--- config.mk ---
export PLATFORM = sky130hd
export DESIGN_NAME = csi2tx_buf_rd_scheduler
export DESIGN_NICKNAME = d
export VERILOG_FILES = /design/src/rtl/csi2tx_buf_rd_scheduler.sv
export SDC_FILE = /design/constraint.sdc
export NUM_CORES = 1
export LEC_CHECK = 0
export CAP_MARGIN = 10
export CORE_AREA = 3 3 140 142
export DETAILED_ROUTE_END_ITERATION = 8
export DIE_AREA = 0 0 143 145
export PLACE_DENSITY = 0.56
export SLEW_MARGIN = 0
export SYNTH_ARGS = -nofsm -noshare
export SYNTH_HDL_FRONTEND = slang
export SYNTH_SLANG_ARGS = --single-unit
--- constraint.sdc ---
create_clock -name clk -period 2.3 [get_ports clk]
set_input_delay 0.345 -clock clk [delete_from_list [all_inputs] [get_ports clk]]
set_output_delay 0.345 -clock clk [all_outputs]
set_load 0.01 [all_outputs]
--- src/rtl/csi2tx_buf_rd_scheduler.sv ---
// csi2tx_buf_rd_scheduler: arbitrates burst reads from per-VC sync buffers into one word stream.
// Define CSI2TX_SCHED_FIXED_PRIO_EN for fixed lowest-index priority instead of round-robin.
`timescale 1ns/1ps
module csi2tx_buf_rd_scheduler #(
    parameter int NUM_CH          = 4,
    parameter int DATA_SIZE       = 64,
    parameter int FIFO_ADDR_WIDTH = 3,
    parameter int BURST_LEN       = 8
) (
    input  logic                                 clk,
    input  logic                                 rst_n,
    input  logic [NUM_CH-1:0]                    buf_empty,
    input  logic [NUM_CH*(FIFO_ADDR_WIDTH+1)-1:0] buf_spacefilled,
    input  logic [NUM_CH*DATA_SIZE-1:0]          buf_rddata,
    input  logic [NUM_CH-1:0]                    buf_rddata_vld,
    output logic [NUM_CH-1:0]                    buf_rden,
    output logic [NUM_CH-1:0]                    buf_clr,
    input  logic                                 out_ready,
    output logic [DATA_SIZE-1:0]                 out_data,
    output logic                                 out_vld,
    output logic                                 out_last,
    output logic [((NUM_CH > 1) ? $clog2(NUM_CH) : 1)-1:0] out_ch,
    input  logic                                 flush,
    output logic [NUM_CH-1:0]                    grant,
    output logic                                 busy
);
    localparam int CW = (NUM_CH > 1) ? $clog2(NUM_CH) : 1;
    localparam int BW = (BURST_LEN > 1) ? $clog2(BURST_LEN) : 1;
    localparam int SW = FIFO_ADDR_WIDTH + 1;

    typedef enum logic [1:0] {IDLE, BURST, DRAIN} state_t;

    state_t            state, state_nxt;
    logic [NUM_CH-1:0] grant_nxt;
    logic [CW-1:0]     gidx, gidx_nxt, win;
    logic [BW-1:0]     cnt, cnt_nxt;
    logic [SW-1:0]     sf_g;
    logic              rd, term;
`ifndef CSI2TX_SCHED_FIXED_PRIO_EN
    logic [CW-1:0]     ptr, ptr_nxt;
`endif

    // Descending scan so the last hit, the highest-priority candidate, wins.
    always_comb begin
        win = '0;
`ifdef CSI2TX_SCHED_FIXED_PRIO_EN
        for (int i = NUM_CH - 1; i >= 0; i--)
            if (!buf_empty[i]) win = CW'(i);
`else
        for (int i = NUM_CH - 1; i >= 0; i--)
            if (!buf_empty[(int'(ptr) + i) % NUM_CH]) win = CW'((int'(ptr) + i) % NUM_CH);
`endif
    end

    assign sf_g     = buf_spacefilled[gidx*SW +: SW];
    assign rd       = (state == BURST) && out_ready && !buf_empty[gidx] && !flush;
    assign term     = rd && ((cnt == BW'(BURST_LEN - 1)) || (sf_g == SW'(1)));
    assign busy     = (state != IDLE);
    assign buf_rden = rd ? grant : '0;
    assign buf_clr  = {NUM_CH{flush && rst_n}};
    // Grant is held through DRAIN so the terminal word still muxes out.
    assign out_vld  = busy && !flush && buf_rddata_vld[gidx];
    assign out_data = busy ? buf_rddata[gidx*DATA_SIZE +: DATA_SIZE] : '0;
    assign out_last = (state == DRAIN) && out_vld;
    assign out_ch   = gidx;

    always_comb begin
        state_nxt = state;
        grant_nxt = grant;
        gidx_nxt  = gidx;
        cnt_nxt   = cnt;
`ifndef CSI2TX_SCHED_FIXED_PRIO_EN
        ptr_nxt   = ptr;
`endif
        if (flush) begin
            state_nxt = IDLE;
            grant_nxt = '0;
            gidx_nxt  = '0;
            cnt_nxt   = '0;
`ifndef CSI2TX_SCHED_FIXED_PRIO_EN
            ptr_nxt   = '0;
`endif
        end else if (state == IDLE) begin
            if (|(~buf_empty)) begin
                state_nxt = BURST;
                grant_nxt = NUM_CH'(1) << win;
                gidx_nxt  = win;
                cnt_nxt   = '0;
            end
        end else if (state == BURST) begin
            if (rd) cnt_nxt = cnt + 1'b1;
            if (term) state_nxt = DRAIN;
        end else begin
            state_nxt = IDLE;
            grant_nxt = '0;
            gidx_nxt  = '0;
`ifndef CSI2TX_SCHED_FIXED_PRIO_EN
            ptr_nxt   = CW'((int'(gidx) + 1) % NUM_CH);
`endif
        end
    end

    always_ff @(posedge clk or negedge rst_n) begin
        if (!rst_n) begin
            state <= IDLE;
            grant <= '0;
            gidx  <= '0;
            cnt   <= '0;
`ifndef CSI2TX_SCHED_FIXED_PRIO_EN
            ptr   <= '0;
`endif
        end else begin
            state <= state_nxt;
            grant <= grant_nxt;
            gidx  <= gidx_nxt;
            cnt   <= cnt_nxt;
`ifndef CSI2TX_SCHED_FIXED_PRIO_EN
            ptr   <= ptr_nxt;
`endif
        end
    end
endmodule

### Yosys cells after proc, flatten, opt, wreduce, memory -nomap -nowiden

Index checks and enable logic that the tools add are counted.

* shift operators: 3
* bitwise operators: 4
* reductions and logical operators: 23
* muxes and demuxes: 42
* order comparisons: 5
* $add $sub $neg: 5
* equal/unequal tests: 9

Operators by type and width (number)
* 256-bit by 9-bit variable part select with 64-bit output: 1
* 64-bit 2-to-1 mux: 1
* 2-bit 2-to-1 mux: 16
* 4-bit 2-to-1 mux: 5
* 16-bit by 5-bit variable part select with 4-bit output: 1
* 3-bit 2-to-1 mux: 5
* 1-bit binary-select mux with 2-bit select: 6
* 3-bit by 4-bit < comparator with 1-bit output, second input constant: 3
* 1-bit 2-to-1 mux: 9
* 1-bit logical AND: 8
* 2-bit by 3-bit < comparator with 1-bit output, second input constant: 2
* 3-bit by 2-bit inequality test with 1-bit output, second input constant: 2
* 2-bit AND reduction: 3
* 3-bit nonzero test: 2
* 2-bit OR reduction: 3
* 2-bit by 1-bit adder with 2-bit output, second input constant: 2
* 2-bit adder, second input constant: 2
* 4-bit by 1-bit == test with 1-bit output, second input constant: 1
* 2-bit inequality test, second input constant: 2
* 4-bit by 3-bit inequality test with 1-bit output, second input constant: 1
* 4-bit inverter: 1
* 4-bit OR reduction: 1
* 1-bit by 2-bit << shifter with 4-bit output, first input constant: 1
* 3-bit by 1-bit adder with 3-bit output, second input constant: 1
* other kinds (9): 12

* input bits: 284
* register bits after elaboration: 13
* word-level logic and storage cells: 96
* output and inout port bits: 81

### Longest topological paths before layout

Gate-level depths: netlist of the first run.

* depth after elaboration: 14
* gate-level depth with buffers: 6
* mapped depth without buffers: 4

### Worst setup path before layout of the first run

OpenSTA, ideal clock, no wires.

* kind: reg2out
* start point: register gidx[1] (netlist: out_ch[1])
* end point: output buf_rden[0]
* arrival time: 1.649 ns
* buffers on the path: 1
* required time: 1.955 ns
* slack: 0.306 ns
* cell stages (with the launch flop): 5
* path through: dfrtp_1 -> buf_6 -> mux4_2 -> nor4b_4 -> and2_1

* longest elaborated chain between the ends: 6

RTL lines
* start: declaration: RTL line 35 `logic [CW-1:0] gidx, gidx_nxt, win;`
* start signal: assignment: RTL line 115 `gidx <= gidx_nxt;`
* 1-bit binary-select mux with 2-bit select: RTL line 56 `assign rd = (state == BURST) && out_ready && !buf_empty[gidx] && !flush;`
* 1-bit 2-to-1 mux (not written as such): RTL line 56
* 1-bit zero test: RTL line 56
* 1-bit logical AND (2 in a row): RTL line 56
* 4-bit 2-to-1 mux: RTL line 59 `assign buf_rden = rd ? grant : '0;`
* end: declaration: RTL line 16 `output logic [NUM_CH-1:0] buf_rden,`

No other way between the ends. The select of a mux whose other input is x is not followed.

### Final worst setup path of the first run

* start point: register gidx[0] (netlist: out_ch[0])
* end point: output out_data[55]

* longest elaborated chain between the ends: 2

RTL lines
* 256-bit by 9-bit variable part select with 64-bit output: RTL line 63 `assign out_data = busy ? buf_rddata[gidx*DATA_SIZE +: DATA_SIZE] : '0;`
* 64-bit 2-to-1 mux: RTL line 63
* end: declaration: RTL line 19 `output logic [DATA_SIZE-1:0] out_data,`

No other way between the ends.

==> results.ini, run 1 <==
[run_status]
status=complete, no violations

[synth]
ys_seq_elements=13
ys_warn_count=0
synth_cell_types=40
syn_inst=236
syn_avg_cell_area_um2=11.9
syn-num-nets=522
ys_top_cells_by_area=mux4_2 (53%), and2_1 (15%), dfrtp_1 (12%), clkbuf_1 (2.0%), nand2b_1 (1.8%)
syn_area_mm2=0.00281
netlist.area_leader.share_pct=52.8
seq_area_frac_synth_pct=11.6
yosysTopAreaCell=mux4_2

[final_layout]
final_common_cell=clkdlybuf4s50_1
stdcell_area_mm2=0.00709
fin_cells=854
antennaDiodeCount=0
fin_util_pct=38.2
layout_common_cells=clkdlybuf4s50_1 (289), mux4_2 (66), and2_1 (51), buf_2 (44), buf_4 (25)
layout.nets=907
area_growth_pct=152
nFillCells=1796
drive_above_1_share_pct=32.6

[detailed_routing]
viasPerCell=4.45
dr_total_vias=3797
dr.pass1.iters=4
routed_wl_um=17700
drc=0
avgRoutedWirePerCell_um=20.7
ant_nets=0
drtIter0Drc=89

[critical_path]
critical_path_peak_fanout=5
setup.worst_path.start_class=register
reg2regPathDepth=9
arrival_ps=1920
crit_top_cell=buf_6
end_kind=output port
slowest_stage=dfrtp_4
crit_type=reg -> out
reg2reg_slack_ps=220
worst_ep_required_time_ps=1960
path_cells=buf_8 > buf_6 > buf_16 > mux4_2 > and2_4 > buf_6
critPathMaxStageDelay_ps=510

[placed_design]
dp.cells=826
dpl_cell_area_mm2=0.00682
post-place-ws_ps=-497
gp_congestion=0.916
dpl.hpwl_um=14300
port_buffers=364

[die]
chipHeight_um=145
placement_rows=50
ioPinCount=365
fp.dieW_um=143
dieArea_mm2=0.0207
coreArea_mm2=0.0186
initial_utilization_pct=15.1

[clocking]
htree_levels=1
clockRootBuffer=clkbuf_16
clk_pin_slew_ps=50
clock_path_buffers=2
hold_buffers=0
clk_latency_ps=250
cts_buffers=3
cts_tree=built
cts.sinks=13

[timing]
rsz0062_at_grt=yes
period_needed_ps=2260
tightest_slew_ps=380
finalClockSkew_ps=5.43
finalSetupTns_ps=0
hold_violations=0
setup_viol_count_final=0
worst_hold_slack_ps=445
clock.fmax_ghz=0.442
min_period_over_period_pct=98.4
worst_slack_ps=37.7
relSlewSlack_pct=74.5
slew_viol_final=0

[global_routing]
track_usage_pct=15.9
grt-ovfl-total=0
antenna_found_initial=0
grt_pass1_vias=4227
grt_pass1_wl_um=25600
grt_max_degree=37

[power]
power_mw=1.89
p_leak_nw=2.71
power_density_mw_per_mm2=266
ir_drop_mv=0.309

[min_path]
min_path_type=in -> async

[job]
cap_viol_max_count=0

-- final timing paths --
check | startpoint | to
worst max register to register | out_ch[0]$_DFFE_PN0P_ | state[0]$_DFFE_PN0P_
max in group asynchronous | rst_n | out_ch[0]$_DFFE_PN0P_
worst min-delay path | rst_n | grant[1]$_DFFE_PN0P_
worst max-delay path | out_ch[0]$_DFFE_PN0P_ | out_data[55]
worst min register to register | cnt[2]$_DFFE_PN0P_ | cnt[2]$_DFFE_PN0P_
min in group clk | cnt[2]$_DFFE_PN0P_ | cnt[2]$_DFFE_PN0P_
-- cell type report --
type / count / area (um^2) / area share, %
well taps: 234 / 293 / 4.13
repair buffers: 409 / 3980 / 56.2
multi-input cells: 193 / 2400 / 33.9
clock buffers: 4 / 78.8 / 1.11
inverters: 1 / 3.75 / 0.0529
flip-flops and latches: 13 / 330 / 4.66
-- Yosys cell counts --
cell,n
a211oi_1,2
a21boi_0,2
a21o_1,1
a21oi_1,2
a22o_1,4
a311oi_1,1
a31o_1,1
a31oi_1,1
and2_1,69
and2b_1,1
and4_1,1
buf_1,1
buf_2,9
buf_4,3
buf_6,1
clkbuf_1,15
dfrtp_1,13
ha_1,2
inv_1,1
mux2_2,1
mux4_2,66
nand2_1,1
nand2b_1,8
nand3_1,1
nand4b_1,1
nor2_1,4
nor2b_1,3
nor3_1,4
nor3b_1,2
nor4_1,2
nor4b_1,1
nor4b_4,1
o2111ai_1,1
o21ai_0,1
o221a_2,1
o22ai_1,1
o2bb2ai_1,2
o41ai_1,1
or2_2,3
or4b_2,1
-- report_power, final --
part | switching (mW) | internal, mW | leakage [nW]
clock network | 0.0994 | 0.234 | 0.0382
logic | 0.416 | 0.888 | 2.49
registers | 0.0102 | 0.238 | 0.173
total | 0.526 | 1.36 | 2.71
-- layer usage --
layer	up-vias	track usage, %	wire (um)
li1	1716	-	-
met1	1884	18.6	6670
met2	183	30.9	9790
met3	14	2.08	1050
met4	0	1.85	180
met5	-	0	0
-- logic make-up after synthesis --
logic type      count (synthesis)  synth area share (%)
simple gates                  103                  23.4
flops                          13                  11.6
compound gates                 21                  5.83
mux                            67                  53.2
fa+ha+maj                       2                 0.890
buf+inv                        30                  5.07
-- critical path, delay by kind of cell (launching register included) --
kind / cells / cell delay (ps)
simple gates: 1 / 180
mux: 1 / 450
flops: 1 / 510
buf+inv: 4 / 520
-- sequential cells by signal (all words and copies together) (netlist names) --
register,flops
cnt,3
grant,4
out_ch,2
ptr,2
state,2
-- timing repair --
item | in CTS | in global routing
buffers inserted | 16 | 7
gates cloned | 6 | 0
endpoints found under the hold margin | 0 | 0
endpoints found under the setup margin | 72 | 33
resized for setup | 268 | 41
pin swaps | 1 | 0
No activity file was read; power rests on OpenSTA's default activity.
==> run 2: changes to the inputs <==
Settings changed: ABC_AREA set to 1, CORE_AREA 3 3 140 142 to 3 3 139 141, DIE_AREA 0 0 143 145 to 0 0 142 144.
==> run 2 against run 1 <==
Effect of this change: non-clock buffer count is 9 lower; cell area rose by 3.3%; fmax rose by 1.1%; area after synthesis is 12% higher; worst hold slack about the same.
==> results.ini, run 2 <==
[synth]
netlist.area_leader.share_pct=32.7
syn_inst=650
ys_async_sr_fraction_pct=100
synth-edff-count=0
synth_cell_types=27
yosys.cell_count.top_type=nor2_1
seq_area_frac_synth_pct=10.3
syn-num-nets=936
syn_area_mm2=0.00315
yosysTopAreaCell=nor2_1
synth_flop_cell=dfrtp_1
syn_avg_cell_area_um2=4.84
ys_warn_count=0
ys_seq_elements=13
synthTopCellsByCount=nor2_1 (274), o21ai_0 (71), a21oi_1 (67)
ys_top_cells_by_area=nor2_1 (33%), o21ai_0 (11%), a21oi_1 (11%), o21ai_1 (10%), dfrtp_1 (10%)

[final_layout]
final_common_cell=clkdlybuf4s50_1
nFillCells=1953
stdcell_area_mm2=0.00732
top_regs=grant (4), cnt (3)
antennaDiodeCount=0
layout.nets=1286
registers.top_by_ff_count=grant
layout_common_cells=clkdlybuf4s50_1 (295), nor2_1 (273), o21ai_0 (69), o21ai_1 (67), a21oi_1 (66)
drive_above_1_share_pct=6.81
area_growth_pct=133
largest_register_ffs=4

[critical_path]
slowest_stage=dfrtp_4
crit_buf_inv=3
reg2regPathDepth=8
crit_top_cell=nor2_1
critical_path.top_delay_family=buffers and inverters
critPathMaxStageDelay_ps=530
r2r-start=state[0]$_DFFE_PN0P_
critical_path_peak_fanout=22
end_kind=output port
crit_type=reg -> out
setup.worst_path.start_class=register
path_cells=buf_4 > bufbuf_16 > nor2_1 > nor2_1 > o21ai_1 > a21oi_1 > dlygate4sd2_1
reg2reg_slack_ps=710
worst_ep_required_time_ps=1960
arrival_ps=1890
worstReg2RegEnd=grant[2]$_DFFE_PN0P_

[timing]
hold_violations=0
slew_viol_final=0
clock.fmax_ghz=0.447
worst_hold_slack_ps=444
period_needed_ps=2240
finalClockSkew_ps=1.66
relSlewSlack_pct=78.2
min_period_over_period_pct=97.3
tightest_slew_ps=323
rsz0062_at_grt=no
setup_viol_count_final=0

[die]
placement_rows=49
fp.dieW_um=142
ioPinCount=365
chipHeight_um=144
coreArea_mm2=0.0181
dieArea_mm2=0.0204
initial_utilization_pct=17.4

[power]
swShare_pct=38.8
power_frac_seq_pct=11.3
ir_drop_mv=0.291
clkPwrFrac_pct=14.3
p_leak_nw=3.21
switchingPower_mw=0.891
power_density_mw_per_mm2=314
power_mw=2.30
pwr-share-comb_pct=74.4
p_int_mw=1.41

[placed_design]
dpl_cell_area_mm2=0.00719
port_buffers=364
dpl.hpwl_um=16000
gp_congestion=0.872

[clocking]
clockRootBuffer=clkbuf_16
hold_buffers=0
cts.sinks=13
clk_pin_slew_ps=50
clk_latency_ps=240
cts_tree=built
clock_path_buffers=2
htree_levels=1
cts_buffers=3

[global_routing]
antenna_found_initial=0
grt-ovfl-total=0
track_usage_pct=18.0
grt_max_degree=55
grt_pass1_vias=5312
grt_pass1_wl_um=29600

[detailed_routing]
dr.pass1.iters=5
ant_nets=0
avgRoutedWirePerCell_um=16.7
dr_total_vias=5479
viasPerCell=4.46
drtIter0Drc=433
drc=0
routed_wl_um=20500

[run_status]
status=complete, no violations

[job]
cap_viol_max_count=0

[min_path]
min_path_type=in -> async

## run 2: cell types whose count changed in the layout (fill, tap and decap cells not counted), moves of 8 or more
cell / previous run / this run
nor2_1: 4 / 273
a21oi_1: 2 / 66
inv_1: 1 / 16
buf_6: 16 / 4
o21ai_1: 0 / 67
nand3_1: 1 / 12
dlygate4sd2_1: 9 / 57
buf_2: 44 / 1
nand2_1: 1 / 45
mux4_2: 66 / 0
buf_4: 25 / 17
and2_1: 51 / 0
o21ai_0: 1 / 69
and2_4: 17 / 0
## run 2: final cells by class
class | count | area [um^2] | share of cell area (%)
inverter | 24 | 100 | 1.37
sequential | 13 | 330 | 4.51
tap | 229 | 287 | 3.91
timing repair buffer | 400 | 4050 | 55.3
clock buffer | 4 | 78.8 | 1.08
multi-input combinational | 558 | 2470 | 33.8
## run 2: how the worst max path moves through the flow
stage,from,cells past startpoint,endpoint
floorplan,out_ch[0]$_DFFE_PN0P_,7,out_last
global placement,buf_rddata_vld[2],6,out_vld
detailed placement,buf_rddata_vld[2],6,out_last
CTS,out_ch[0]$_DFFE_PN0P_,5,out_data[0]
global route,out_ch[0]$_DFFE_PN0P_,7,out_data[2]
finish,out_ch[0]$_DFFE_PN0P_,7,out_data[21]
## run 2: cells by family after synthesis
| family | count (synthesis) | synth area share [%] |
|---|---|---|
| simple gates | 345 | 42.9 |
| xor+xnor | 1 | 0.278 |
| flops | 13 | 10.3 |
| buf+inv | 79 | 11.8 |
| compound gates | 209 | 33.6 |
| mux | 1 | 0.318 |
| fa+ha+maj | 2 | 0.795 |
## run 2: repair_timing
item | 4_1_cts | 5_1_grt
setup endpoints to repair | 70 | 14
buffers inserted | 2 | 0
resized for setup | 80 | 21
pin swaps | 0 | 2
endpoints found under the hold margin | 0 | 0
cloned | 3 | 0
## run 2: power groups by stage
stage / sequential [mW] / clock, mW / combinational, mW
6_report: 0.260 / 0.328 / 1.71
5_1_grt: 0.262 / 0.343 / 1.87
4_1_cts: 0.260 / 0.336 / 1.73
3_5_place_dp: 0.264 / 0 / 1.78
3_3_place_gp: 0.264 / 0 / 1.78
2_1_floorplan: 0.256 / 0 / 0.676
## run 2: worst register-to-register path: stages (launching register included)
cell     delay (ps)
dfrtp_1         430
nor2_4          160
buf_4           230
inv_2            60
nor3_1          250
nor2_1          140
inv_2           100
nand2_1          50
o21ai_1          80
## run 2: routing by layer
layer / vias up / global-route usage [%] / share of wire [%]
li1: 2821 / - / -
met1: 2398 / 22.6 / 41
met2: 244 / 32.5 / 50
met3: 16 / 3.47 / 7.7
met4: 0 / 2.73 / 1.5
met5: - / 0 / 0
## run 2: through the flow
stage / setup TNS, ps / worst slack, ps / cells / util, %
CTS: -110 / -109 / 1228 / 40.6
floorplan: 0 / 624 / 650 / -
finish: 0 / 63.2 / 1228 / 40.5
global placement: -171 / -71.8 / 1219 / 39.8
detailed placement: -247 / -92.4 / 1219 / 39.8
global route: 0 / 0.113 / 1228 / 40.5
==> run 3: changes to the inputs <==
Settings changed: TNS_END_PERCENT set to 50.
==> run 3 against run 2 <==
Effect of this change: the flow now finishes with violations (negative setup slack); first-iteration DRC count is 2.3% higher; critical endpoint is now out_data[33]; clock skew hardly changed; worst setup slack worse by 64 ps; flip-flop and latch count stayed put; largest power group unchanged; register-to-register slack hardly changed.
==> results.ini, run 3 (synthesis results as in run 2) <==
[run_status]
status=finished, violations left
violations=negative setup slack

[global_routing]
grt_pass1_wl_um=29600
grt_max_degree=55
antenna_found_initial=0
grt-ovfl-total=0
grt_pass1_vias=5305
track_usage_pct=18.0

[power]
switchingPower_mw=0.898
p_int_mw=1.42
power_frac_seq_pct=11.2
p_leak_nw=3.31
ir_drop_mv=0.291
swShare_pct=38.7
pwr-share-comb_pct=74.7
power_mw=2.32
clkPwrFrac_pct=14.1
power_density_mw_per_mm2=314

[final_layout]
fin_cells=1230
antennaDiodeCount=0
registers.top_by_ff_count=grant
final_common_cell=clkdlybuf4s50_1
area_growth_pct=135
layout_common_cells=clkdlybuf4s50_1 (295), nor2_1 (274), o21ai_0 (69), o21ai_1 (67), a21oi_1 (67)
stdcell_area_mm2=0.00738
top_regs=grant (4), cnt (3)
layout.nets=1288
largest_register_ffs=4
drive_above_1_share_pct=6.89

[critical_path]
critical_path_peak_fanout=22
worst_ep_required_time_ps=1960
arrival_ps=1960
crit_type=reg -> out
setup.worst_path.start_class=register
end_kind=output port

[clocking]
clockRootBuffer=clkbuf_16
cts.sinks=13
clk_pin_slew_ps=40
clk_latency_ps=240
hold_buffers=0
cts_buffers=3
htree_levels=1
clock_path_buffers=2
cts_tree=built

[timing]
hold_violations=0
finalClockSkew_ps=1.64
tightest_slew_ps=324
period_needed_ps=2300
rsz0062_at_grt=yes
worst_hold_slack_ps=444
slew_viol_final=0
min_period_over_period_pct=100
relSlewSlack_pct=78.2
clock.fmax_ghz=0.435
worst_slack_ps=-0.338
setup_viol_count_final=1

[die]
chipHeight_um=144
ioPinCount=365
dieArea_mm2=0.0204
coreArea_mm2=0.0181
fp.dieW_um=142
placement_rows=49
initial_utilization_pct=17.4

[detailed_routing]
avgRoutedWirePerCell_um=16.9
routed_wl_um=20800
dr_total_vias=5505
drtIter0Drc=443
viasPerCell=4.48
ant_nets=0
drc=0
dr.pass1.iters=4

[job]
cap_viol_max_count=0

[placed_design]
post-place-ws_ps=-92.4
gp_congestion=0.872
port_buffers=364
dp.cells=1219
dpl_cell_area_mm2=0.00719
dpl.hpwl_um=16000

[min_path]
min_path_type=in -> async

-- run 3: power by group through the flow --
stage | Sequential (mW) | Combinational [mW] | Clock, mW
after floorplan | 0.256 | 0.676 | 0
after global placement | 0.264 | 1.78 | 0
after global routing | 0.262 | 1.89 | 0.343
after CTS | 0.260 | 1.74 | 0.336
final | 0.260 | 1.73 | 0.327
after detailed placement | 0.264 | 1.78 | 0
-- run 3: cell type report --
cell class	count	area, um^2
Clock buffer	4	78.8
Fill cell	1950	10700
Inverter	24	100
Multi-Input combinational cell	558	2470
Sequential cell	13	330
Tap cell	229	287
Timing Repair Buffer	402	4120
-- run 3: worst max-delay path: stages, from the launching register on --
cell	delay [ps]
dfrtp_4	490
buf_4	160
bufbuf_16	300
nor2_1	60
nor2_1	80
o21ai_0	90
a21oi_1	240
clkdlybuf4s15_2	280
-- run 3: per-layer routing --
layer	GRT usage (%)	vias up	routed length [um]
li1	-	2824	-
met3	3.47	16	1540
met5	0	-	0
met4	2.73	0	305
met2	32.5	244	10300
met1	22.6	2421	8700
-- run 3: final timing paths --
| path | startpoint | endpoint | slack (ps) | depth (start not counted) |
|---|---|---|---|---|
| max reg2reg | state[0]$_DFFE_PN0P_ | grant[2]$_DFFE_PN0P_ | 700 | 8 |
| min | rst_n | cnt[0]$_DFFE_PN0P_ | 440 | 2 |
| min in group clk | cnt[0]$_DFFE_PN0P_ | cnt[0]$_DFFE_PN0P_ | 480 | 1 |
| min reg2reg | cnt[0]$_DFFE_PN0P_ | cnt[0]$_DFFE_PN0P_ | 480 | 1 |
| max in group asynchronous | rst_n | out_ch[0]$_DFFE_PN0P_ | 1670 | 2 |
| max | out_ch[0]$_DFFE_PN0P_ | out_data[33] | -0.3 | 7 |
-- run 3: metrics by stage --
| step | setup TNS [ps] | utilization, % |
|---|---|---|
| floorplan | 0 | - |
| global placement | -171 | 39.8 |
| detailed placement | -247 | 39.8 |
| CTS | -628 | 40.6 |
| global route | -145 | 40.8 |
| finish | -0.338 | 40.8 |
-- run 3: timing repair --
action,CTS,global route
setup endpoints to repair,70,22
setup buffers,2,1
resized for setup,71,29
cloned,3,1
pin swaps,0,1
